[src/rtl/bitstream_lane_collector.sv]
// Captures NUM_LANES flag/byte lanes, expands them in lane order into a byte FIFO.
// Optional BITSTREAM_COUNT_EN: saturating count of popped bytes on out_byte_count.
module bitstream_lane_collector #(
  parameter int NUM_LANES       = 2,
  parameter int BITSTREAM_WIDTH = 8,
  parameter int FIFO_DEPTH      = 16,
  parameter int COUNT_WIDTH     = 32
) (
  input  logic                                   top_clk,
  input  logic                                   top_reset,
  input  logic                                   in_valid,
  output logic                                   in_ready,
  input  logic                                   in_last,
  input  logic [NUM_LANES*3-1:0]                 in_flag,
  input  logic [NUM_LANES*5*BITSTREAM_WIDTH-1:0] in_bytes,
  output logic [BITSTREAM_WIDTH-1:0]             out_byte,
  output logic                                   out_valid,
  input  logic                                   out_ready,
  output logic                                   out_last,
  output logic                                   out_done,
  output logic                                   err_invalid_flag,
  output logic [$clog2(FIFO_DEPTH):0]            fifo_level,
  output logic [COUNT_WIDTH-1:0]                 out_byte_count
);

  localparam int BW = BITSTREAM_WIDTH;
  localparam int LW = $clog2(FIFO_DEPTH);
  localparam logic [BW-1:0] RUN_ONE = 1;

  typedef enum logic [2:0] {
    S_IDLE, S_SCAN, S_HEAD, S_RUN, S_TAIL, S_FINISH
  } state_t;

  state_t                       state_q, state_d;
  logic [NUM_LANES*3-1:0]       flags_q, flags_d;
  logic [NUM_LANES*5*BW-1:0]    bytes_q, bytes_d;
  logic                         last_q, last_d;
  logic [2:0]                   sel_q, sel_d;
  logic [2:0]                   idx_q, idx_d;
  logic [BW-1:0]                run_q, run_d;
  logic                         err_q, err_d;

  logic [BW:0]                  mem_q [FIFO_DEPTH];
  logic [LW-1:0]                wr_ptr_q, wr_ptr_d, rd_ptr_q, rd_ptr_d;
  logic [LW:0]                  count_q, count_d;

  logic                         found;
  logic [2:0]                   first;
  logic [2:0]                   first_flag, cur_flag;
  logic                         more_after;
  logic [BW-1:0]                cur_b [5];
  logic                         wr_req, wr_ok, wr_en, lane_end, pop, full, done_c;
  logic [BW-1:0]                wr_data;
  logic [BW:0]                  head;

  assign full     = (count_q == (LW+1)'(FIFO_DEPTH));
  assign out_valid = (count_q != '0);
  assign pop      = out_valid && out_ready;
  assign wr_ok    = !full || pop;
  assign wr_en    = wr_req && wr_ok;
  assign head     = mem_q[rd_ptr_q];
  assign out_byte = out_valid ? head[BW-1:0] : '0;
  assign out_last = out_valid ? head[BW] : 1'b0;
  assign in_ready = (state_q == S_IDLE);
  assign out_done = done_c;
  assign err_invalid_flag = err_q;
  assign fifo_level = count_q;

  // Lane selection and lookahead: a byte carries out_last only if no later lane will emit.
  always_comb begin
    found      = 1'b0;
    first      = '0;
    more_after = 1'b0;
    for (int unsigned i = 0; i < NUM_LANES; i++) begin
      if (!found && flags_q[i*3 +: 3] != 3'd0) begin
        found = 1'b1;
        first = 3'(i);
      end
      if (i > int'(sel_q) && flags_q[i*3 +: 3] != 3'd0 && flags_q[i*3 +: 3] != 3'd4)
        more_after = 1'b1;
    end
    first_flag = flags_q[int'(first)*3 +: 3];
    cur_flag   = flags_q[int'(sel_q)*3 +: 3];
    for (int unsigned k = 0; k < 5; k++)
      cur_b[k] = bytes_q[(int'(sel_q)*5 + k)*BW +: BW];
  end

  always_comb begin
    state_d  = state_q;
    flags_d  = flags_q;
    bytes_d  = bytes_q;
    last_d   = last_q;
    sel_d    = sel_q;
    idx_d    = idx_q;
    run_d    = run_q;
    err_d    = err_q;
    wr_req   = 1'b0;
    wr_data  = '0;
    lane_end = 1'b0;
    done_c   = 1'b0;
    case (state_q)
      S_IDLE: begin
        if (in_valid) begin
          flags_d = in_flag;
          bytes_d = in_bytes;
          last_d  = in_last;
          state_d = S_SCAN;
        end
      end
      S_SCAN: begin
        if (!found) begin
          state_d = S_FINISH;
        end else if (first_flag == 3'd4) begin
          err_d = 1'b1;
          flags_d[int'(first)*3 +: 3] = '0;
        end else begin
          sel_d   = first;
          idx_d   = '0;
          run_d   = '0;
          state_d = S_HEAD;
        end
      end
      S_HEAD: begin
        wr_req = 1'b1;
        if (cur_flag <= 3'd3) begin
          wr_data  = cur_b[idx_q];
          lane_end = (idx_q == cur_flag - 3'd1);
        end else begin
          wr_data  = cur_b[0];
          lane_end = (cur_flag == 3'd5) && (cur_b[2] == '0);
        end
        if (wr_ok) begin
          if (cur_flag > 3'd3) begin
            state_d = S_RUN;
          end else if (lane_end) begin
            flags_d[int'(sel_q)*3 +: 3] = '0;
            state_d = S_SCAN;
          end else begin
            idx_d = idx_q + 3'd1;
          end
        end
      end
      S_RUN: begin
        if (run_q < cur_b[2]) begin
          wr_req   = 1'b1;
          wr_data  = cur_b[1];
          lane_end = (cur_flag == 3'd5) && ((run_q + RUN_ONE) == cur_b[2]);
          if (wr_ok) run_d = run_q + RUN_ONE;
        end else if (cur_flag == 3'd5) begin
          flags_d[int'(sel_q)*3 +: 3] = '0;
          state_d = S_SCAN;
        end else begin
          idx_d   = '0;
          state_d = S_TAIL;
        end
      end
      S_TAIL: begin
        wr_req   = 1'b1;
        wr_data  = (idx_q == 3'd0) ? cur_b[3] : cur_b[4];
        lane_end = (cur_flag == 3'd6) || (idx_q == 3'd1);
        if (wr_ok) begin
          if (lane_end) begin
            flags_d[int'(sel_q)*3 +: 3] = '0;
            state_d = S_SCAN;
          end else begin
            idx_d = idx_q + 3'd1;
          end
        end
      end
      S_FINISH: begin
        if (!last_q) begin
          state_d = S_IDLE;
        end else if (count_q == '0) begin
          done_c  = 1'b1;
          state_d = S_IDLE;
        end
      end
      default: state_d = S_IDLE;
    endcase
  end

  always_comb begin
    wr_ptr_d = wr_en ? wr_ptr_q + 1'b1 : wr_ptr_q;
    rd_ptr_d = pop ? rd_ptr_q + 1'b1 : rd_ptr_q;
    count_d  = count_q;
    case ({wr_en, pop})
      2'b10:   count_d = count_q + 1'b1;
      2'b01:   count_d = count_q - 1'b1;
      default: count_d = count_q;
    endcase
  end

  always_ff @(posedge top_clk or posedge top_reset) begin
    if (top_reset) begin
      state_q  <= S_IDLE;
      flags_q  <= '0;
      bytes_q  <= '0;
      last_q   <= 1'b0;
      sel_q    <= '0;
      idx_q    <= '0;
      run_q    <= '0;
      err_q    <= 1'b0;
      wr_ptr_q <= '0;
      rd_ptr_q <= '0;
      count_q  <= '0;
    end else begin
      state_q  <= state_d;
      flags_q  <= flags_d;
      bytes_q  <= bytes_d;
      last_q   <= last_d;
      sel_q    <= sel_d;
      idx_q    <= idx_d;
      run_q    <= run_d;
      err_q    <= err_d;
      wr_ptr_q <= wr_ptr_d;
      rd_ptr_q <= rd_ptr_d;
      count_q  <= count_d;
    end
  end

  always_ff @(posedge top_clk) begin
    if (wr_en) mem_q[wr_ptr_q] <= {last_q && lane_end && !more_after, wr_data};
  end

`ifdef BITSTREAM_COUNT_EN
  logic [COUNT_WIDTH-1:0] cnt_q, cnt_d;
  always_comb begin
    cnt_d = cnt_q;
    if (pop && cnt_q != '1) cnt_d = cnt_q + 1'b1;
  end
  always_ff @(posedge top_clk or posedge top_reset) begin
    if (top_reset) cnt_q <= '0;
    else           cnt_q <= cnt_d;
  end
  assign out_byte_count = cnt_q;
`else
  assign out_byte_count = '0;
`endif

endmodule

[config.mk]
export PLATFORM = sky130hd
export DESIGN_NAME = bitstream_lane_collector
export DESIGN_NICKNAME = d
export VERILOG_FILES = /design/src/rtl/bitstream_lane_collector.sv
export SDC_FILE = /design/constraint.sdc
export NUM_CORES = 1
export LEC_CHECK = 0
export ABC_CLOCK_PERIOD_IN_PS = 5600
export BUFFER_PORTS_ARGS = -buffer_cell sky130_fd_sc_hd__buf_4
export CAP_MARGIN = 0
export CORE_MARGIN = 1
export CORE_UTILIZATION = 40
export CTS_BUF_LIST = sky130_fd_sc_hd__clkbuf_16
export CTS_CLUSTER_SIZE = 16
export DETAILED_ROUTE_END_ITERATION = 16
export GPL_TIMING_DRIVEN = 0
export SETUP_SLACK_MARGIN = 0.02
export SLEW_MARGIN = 20
export SYNTH_ARGS = -nofsm -noshare
export SYNTH_HDL_FRONTEND = slang
export SYNTH_SLANG_ARGS = --single-unit
export TNS_END_PERCENT = 1
[constraint.sdc]
create_clock -name top_clk -period 5.6 [get_ports top_clk]
set_clock_uncertainty 0.2 [all_clocks]
set_input_delay 1.68 -clock top_clk [delete_from_list [all_inputs] [get_ports top_clk]]
set_output_delay 1.68 -clock top_clk [all_outputs]
set_load 0.005 [all_outputs]
==> results.json, run 1 <==
{
  "setup_viol": 0,
  "final_nets": 1140,
  "cts_buffer_depth": 3,
  "ys_ff_latch": 260,
  "crit_chain": "clkbuf_1 > clkbuf_1 > mux4_2 > mux4_2 > and2_1 > buf_4",
  "synthTopCellsByCount": "144 x edfxtp_1, 116 x dfrtp_1, 93 x mux2_2, 69 x mux4_2, 34 x buf_4",
  "synth_edf_count": 144,
  "final_util": 0.4875,
  "worstMarginPinSlew_ns": 0.9139,
  "nFillCells": 2732,
  "synth_ff_type": "edfxtp_1",
  "finalPower_mw": 8.876,
  "synthArstFlopShare": 0.4462,
  "yosys.area.top_type_share": 0.3381,
  "grt_overflow": 0,
  "die_h_um": 180.8,
  "avgSynthCellArea_sq_um": 15.10,
  "yosysWarnings": 0,
  "max_stage_delay_ns": 0.65,
  "maxSlewHeadroom": 0.3891,
  "cp_slowest_cell": "clkbuf_1",
  "route.detailed.drc": 0,
  "clk_pin_slew_ns": 0.06,
  "hold_path.class": "flop to flop",
  "fmax_ghz": 0.1908,
  "critPathMaxFanout": 10,
  "tritoncts": "done",
  "outcome": "completed",
  "r2r_setup_slack_ns": 0.67,
  "antenna_found_initial": 0,
  "yosys.area.top_type": "edfxtp_1",
  "antenna_left": 0,
  "via_per_inst": 5.484,
  "crit_arrival_ns": 3.36,
  "postRouteWirelength_mm": 31.70,
  "setup_tns_ns": 0,
  "stdcell_area_sq_mm": 0.01534,
  "cts-buffers-inserted": 30,
  "hold-path-endpoint": "err_invalid_flag",
  "cts_hold_buf": 0,
  "postPlaceCellArea_sq_mm": 0.01432,
  "place_ws_ns": 0.6487,
  "finalHoldViolations": 0,
  "cts_setup_buffers": 0,
  "clock_sinks": 260,
  "io_buffers": 108,
  "rows": 65,
  "vias": 7957,
  "ys_seq_area_frac": 0.5650,
  "io_pins": 141,
  "worstPathRequired_ns": 3.72,
  "p_leak_nw": 6.085,
  "grt_use_total": 0.1982,
  "dr.first_iter.drc_count": 586,
  "h-tree-depth": 1,
  "pwr_density_cell_mw_per_mm2": 578.5,
  "rsz0062_at_grt": "false",
  "finalWorstPathRequiredPeriod_ns": 5.240,
  "final_max_slew_viol_count": 0,
  "drive_gt1_frac": 0.3861,
  "crit_path_end_kind": "output port",
  "place_congestion": 0.8442,
  "grt_max_degree": 65,
  "maxCapViolCount": 0,
  "core_sq_mm": 0.03147,
  "synth.most_common_cell": "edfxtp_1",
  "reg2reg_to": "fifo_level[4]",
  "path_class": "flop to output port",
  "r2r-start": "sel_q[0]",
  "ctsResizeCount": 0,
  "wire_per_inst_um": 21.85,
  "die_x_um": 180.8,
  "startpoint_type": "flop",
  "grt_pass1_vias": 8094,
  "reg2regPathDepth": 17,
  "dr.pass1.iters": 4,
  "ir_drop_uv": 285.7,
  "diodes": 0,
  "synth.area.top_cells": "edfxtp_1 34%, dfrtp_1 23%, mux4_2 12%, mux2_2 8.2%, mux2i_1 2.4%",
  "grt_pass1_wl_mm": 49.19,
  "start_util": 0.4064,
  "clock_latency_ns": 0.56,
  "fin_ws_ns": 0.3602,
  "syn-cell-area_sq_mm": 0.01279,
  "synthToLayoutAreaGrowth_pct": 19.96,
  "hold_depth": 1,
  "syn_inst": 847,
  "period_share": 0.9357,
  "dieArea_sq_mm": 0.03270,
  "synth_cell_types": 67,
  "cpLargestDelayFamily": "buffers and inverters",
  "cts_root_buffer": "clkbuf_16",
  "min_from": "err_invalid_flag",
  "dpl.hpwl_mm": 22.92,
  "path_buf_inv": 3
}
-- how the worst max path moves through the flow --
stage | from | end | cells past startpoint | slack [ns]
after floorplan | top_reset | bytes_q[0] | 1 | 0.65
after global placement | top_reset | bytes_q[52] | 2 | -0.97
after detailed placement | sel_q[0] | fifo_level[4] | 17 | 0.65
after CTS | rd_ptr_q[1] | out_byte[6] | 6 | 0.29
after global routing | rd_ptr_q[1] | out_byte[6] | 6 | 0.23
final | rd_ptr_q[1] | out_byte[6] | 6 | 0.36
-- area by class of cell --
type | count | area [sq um] | share of cell area
Clock inverter | 25 | 252.7 | 0.01647
Clock buffer | 31 | 775.7 | 0.05056
Inverter | 15 | 61.31 | 0.003996
Timing Repair Buffer | 115 | 868.3 | 0.05659
Buffer | 77 | 439.2 | 0.02862
Multi-Input combinational cell | 526 | 5216 | 0.3400
Tap cell | 402 | 503.0 | 0.03278
Sequential cell | 260 | 7227 | 0.4710
-- per-layer routing --
| layer | track usage | wire length, um | vias up |
|---|---|---|---|
| li1 | - | - | 3607 |
| met1 | 0.2731 | 14030 | 4022 |
| met2 | 0.3234 | 15200 | 263 |
| met3 | 0.02681 | 1455 | 65 |
| met4 | 0.06667 | 1006 | 0 |
| met5 | 0 | 0 | - |
-- cell families (layout without fill, tap and decap cells) --
family	Yosys count	after routing	share of synthesized area
adder cells (fa/ha/maj)	24	24	0.02406
XOR/XNOR	24	24	0.01643
AO/OA/AOI/OAI	113	113	0.05664
buffers and inverters	92	263	0.03874
multiplexers	202	202	0.2374
other	1	32	0.0002932
flip-flops	260	260	0.5650
AND/OR/NAND/NOR	131	131	0.06143
-- cells in the final DEF (no fill, tap or decap), types with 5 or more instances in the layout --
master	n
mux2i_1	31
nor3_1	8
buf_4	142
a21oi_1	23
xor2_1	6
and4b_1	8
ha_1	23
xnor2_1	18
nor4b_2	5
o21ai_0	23
mux4_2	69
o22ai_1	11
inv_1	13
mux2_2	93
o21ai_1	6
a31oi_1	5
a22o_1	7
dfrtp_1	116
a21o_1	9
nand3_1	10
edfxtp_1	144
nand2_1	26
clkinv_2	13
nand4_1	5
and2_1	10
a22oi_1	10
nand2b_1	7
conb_1	32
nor2_1	19
clkbuf_16	31
buf_2	21
clkbuf_1	23
-- registers in the layout, indices dropped and copies added, names as in the netlist --
name              flops
bytes_q              80
err_invalid_flag      1
fifo_level            5
flags_q               6
idx_q                 3
last_q                1
mem_q               144
rd_ptr_q              4
run_q                 8
sel_q                 1
state_q               3
wr_ptr_q              4
-- power by group --
| group | leakage, nW | switching (mW) | internal [mW] |
|---|---|---|---|
| Clock | 0.518 | 0.815 | 1.20 |
| Combinational | 2.83 | 1.88 | 1.82 |
| Sequential | 2.74 | 0.433 | 2.73 |
-- per-stage QoR --
step	hold WS, ns	std cells
after detailed placement	0.2813	1395
after floorplan	0.2678	878
after global routing	0.3070	1451
after CTS	0.2989	1451
final	0.2858	1451
after global placement	0.2689	1388
(Power assumes the default switching activity.)
==> inputs of run 2 (changes only) <==
==> constraint.sdc (replaced) <==
create_clock -name top_clk -period 5.6 [get_ports top_clk]
set_clock_uncertainty 0.2 [all_clocks]
set_input_delay 0.56 -clock top_clk [delete_from_list [all_inputs] [get_ports top_clk]]
set_output_delay 0.56 -clock top_clk [all_outputs]
set_load 0.005 [all_outputs]
==> results.json, run 2 (synthesized netlist as in run 1, its figures left out) <==
{
  "grt_max_degree": 65,
  "grt_overflow": 0,
  "crit_chain": "clkbuf_4 > buf_2 > buf_2 > buf_4 > mux2_2 > ha_1 > nor2b_1 > o211ai_1 > a21oi_1 > o21ai_2 > nor2_1 > ha_1 > a21o_1 > a21o_1 > a2111oi_0 > a31oi_1 > xnor2_1",
  "cts-buffers-inserted": 30,
  "dpl.hpwl_mm": 22.92,
  "critPathMaxFanout": 10,
  "postPlaceCellArea_sq_mm": 0.01432,
  "route.detailed.drc": 0,
  "clock_sinks": 260,
  "grt_use_total": 0.1981,
  "r2r_setup_slack_ns": 0.67,
  "finalHoldViolations": 0,
  "clk_pin_slew_ns": 0.06,
  "largest_register_ffs": 144,
  "dieArea_sq_mm": 0.03270,
  "stdcell_area_sq_mm": 0.01535,
  "h-tree-depth": 1,
  "antenna_found_initial": 0,
  "core_sq_mm": 0.03147,
  "drive_gt1_frac": 0.3857,
  "antenna_left": 0,
  "die_h_um": 180.8,
  "outcome": "completed",
  "grt_pass1_vias": 8088,
  "synthToLayoutAreaGrowth_pct": 20.03,
  "max_stage_delay_ns": 0.44,
  "maxSlewHeadroom": 0.3771,
  "comb_power_share": 0.417,
  "layout_common_cells": "144 x edfxtp_1, 142 x buf_4, 116 x dfrtp_1, 93 x mux2_2, 69 x mux4_2",
  "fin_hold_ws_ns": 0.02379,
  "setup_tns_ns": 0,
  "p_leak_nw": 6.089,
  "rsz0062_at_grt": "false",
  "final_util": 0.4878,
  "grt_pass1_wl_mm": 49.18,
  "ir_drop_uv": 287.0,
  "via_per_inst": 5.488,
  "io_pins": 141,
  "place_congestion": 0.8442,
  "cts_setup_buffers": 0,
  "fmax_ghz": 0.2029,
  "io_buffers": 108,
  "period_share": 0.8799,
  "internal-power_mw": 5.752,
  "startpoint_type": "flop",
  "layout.cells.non_filler": 1452,
  "vias": 7969,
  "dr.pass1.iters": 5,
  "diodes": 0,
  "cpLargestDelayFamily": "compound AO/OA/AOI/OAI gates",
  "power.share.clock": 0.227,
  "sw_frac_of_total": 0.3520,
  "cts_root_buffer": "clkbuf_16",
  "start_util": 0.4064,
  "clock_latency_ns": 0.57,
  "path_buf_inv": 4,
  "final_nets": 1141,
  "tritoncts": "done",
  "dr.first_iter.drc_count": 539,
  "worstPathRequired_ns": 5.85,
  "hold_path.class": "input pin to flop",
  "die_x_um": 180.8,
  "pwr_density_cell_mw_per_mm2": 578.1,
  "wire_per_inst_um": 21.88,
  "crit_path_end_kind": "flop",
  "place_inst": 1395,
  "regMostFlops": "mem_q",
  "postRouteWirelength_mm": 31.77,
  "cts_buffer_depth": 3,
  "path_class": "flop to flop",
  "rows": 65,
  "maxCapViolCount": 0,
  "cp-startpoint": "sel_q[0]",
  "cp_slowest_cell": "dfrtp_1",
  "crit_arrival_ns": 5.17,
  "finalWorstPathRequiredPeriod_ns": 4.927,
  "largestRegisters": "mem_q x144, bytes_q x80, run_q x8",
  "worstMarginPinSlew_ns": 0.9319,
  "setup_viol": 0,
  "nFillCells": 2733,
  "min_from": "in_bytes[57]",
  "seqPwrFrac": 0.356,
  "r2r-start": "sel_q[0]",
  "final_max_slew_viol_count": 0,
  "switching_power_mw": 3.124,
  "final_common_cell": "edfxtp_1"
}
[run 2: changes by cell type in the layout (fill, tap and decap cells not counted), sizes merged]
cell         delta
dlygate4sd3     +1
[run 2: worst paths after layout]
kind,depth (start not counted),to
min reg2reg,1,err_invalid_flag
max,17,fifo_level[4]
min,2,bytes_q[57]
max reg2reg,17,fifo_level[4]
min in group asynchronous,3,run_q[0]
max in group asynchronous,4,bytes_q[4]
[run 2: layout make-up]
cell class | instances | area, sq um | share of cell area
timing repair buffer | 116 | 878.3 | 0.05721
inverter | 15 | 61.31 | 0.003993
buffer | 77 | 439.2 | 0.02860
tap | 402 | 503.0 | 0.03276
clock buffer | 31 | 775.7 | 0.05053
sequential | 260 | 7227 | 0.4707
multi-input combinational | 526 | 5216 | 0.3397
clock inverter | 25 | 252.7 | 0.01646
[run 2: timing repair]
item | in CTS | in global routing
hold buffers | 1 | 0
endpoints found under the hold margin | 52 | 0
gates resized for setup | 0 | 0
[run 2: stage by stage]
step	total power [mW]	worst slack [ns]
after floorplan	5.702	1.496
after global placement	6.793	-0.3864
after detailed placement	6.902	0.6487
after CTS	8.937	0.6292
after global routing	9.369	0.3566
final	8.876	0.6726
[run 2: layer usage]
metal,part of all wire,track usage,routed length (um)
met1,0.44,0.2729,13960
met5,0,0,0
met4,0.031,0.06667,980
met3,0.049,0.02681,1552
met2,0.48,0.3234,15270
[run 2: power by group through the flow]
stage                     clock network, mW  logic, mW  registers (mW)
after CTS                              2.06       3.72            3.16
final                                  2.01       3.70            3.16
after floorplan                           0       2.69            3.01
after detailed placement                  0       3.71            3.19
after global placement                    0       3.62            3.18
after global routing                   2.13       4.00            3.23
[run 2: worst register-to-register path, cell delays in order (launching register included)]
cell and delay [ns]:
dfrtp_1 0.44, clkbuf_4 0.28, buf_2 0.33, buf_2 0.35, buf_4 0.31, mux2_2 0.38, ha_1 0.18, nor2b_1 0.11
o211ai_1 0.13, a21oi_1 0.29, o21ai_2 0.21, nor2_1 0.34, ha_1 0.33, a21o_1 0.19, a21o_1 0.19, a2111oi_0 0.32
a31oi_1 0.10, xnor2_1 0.15
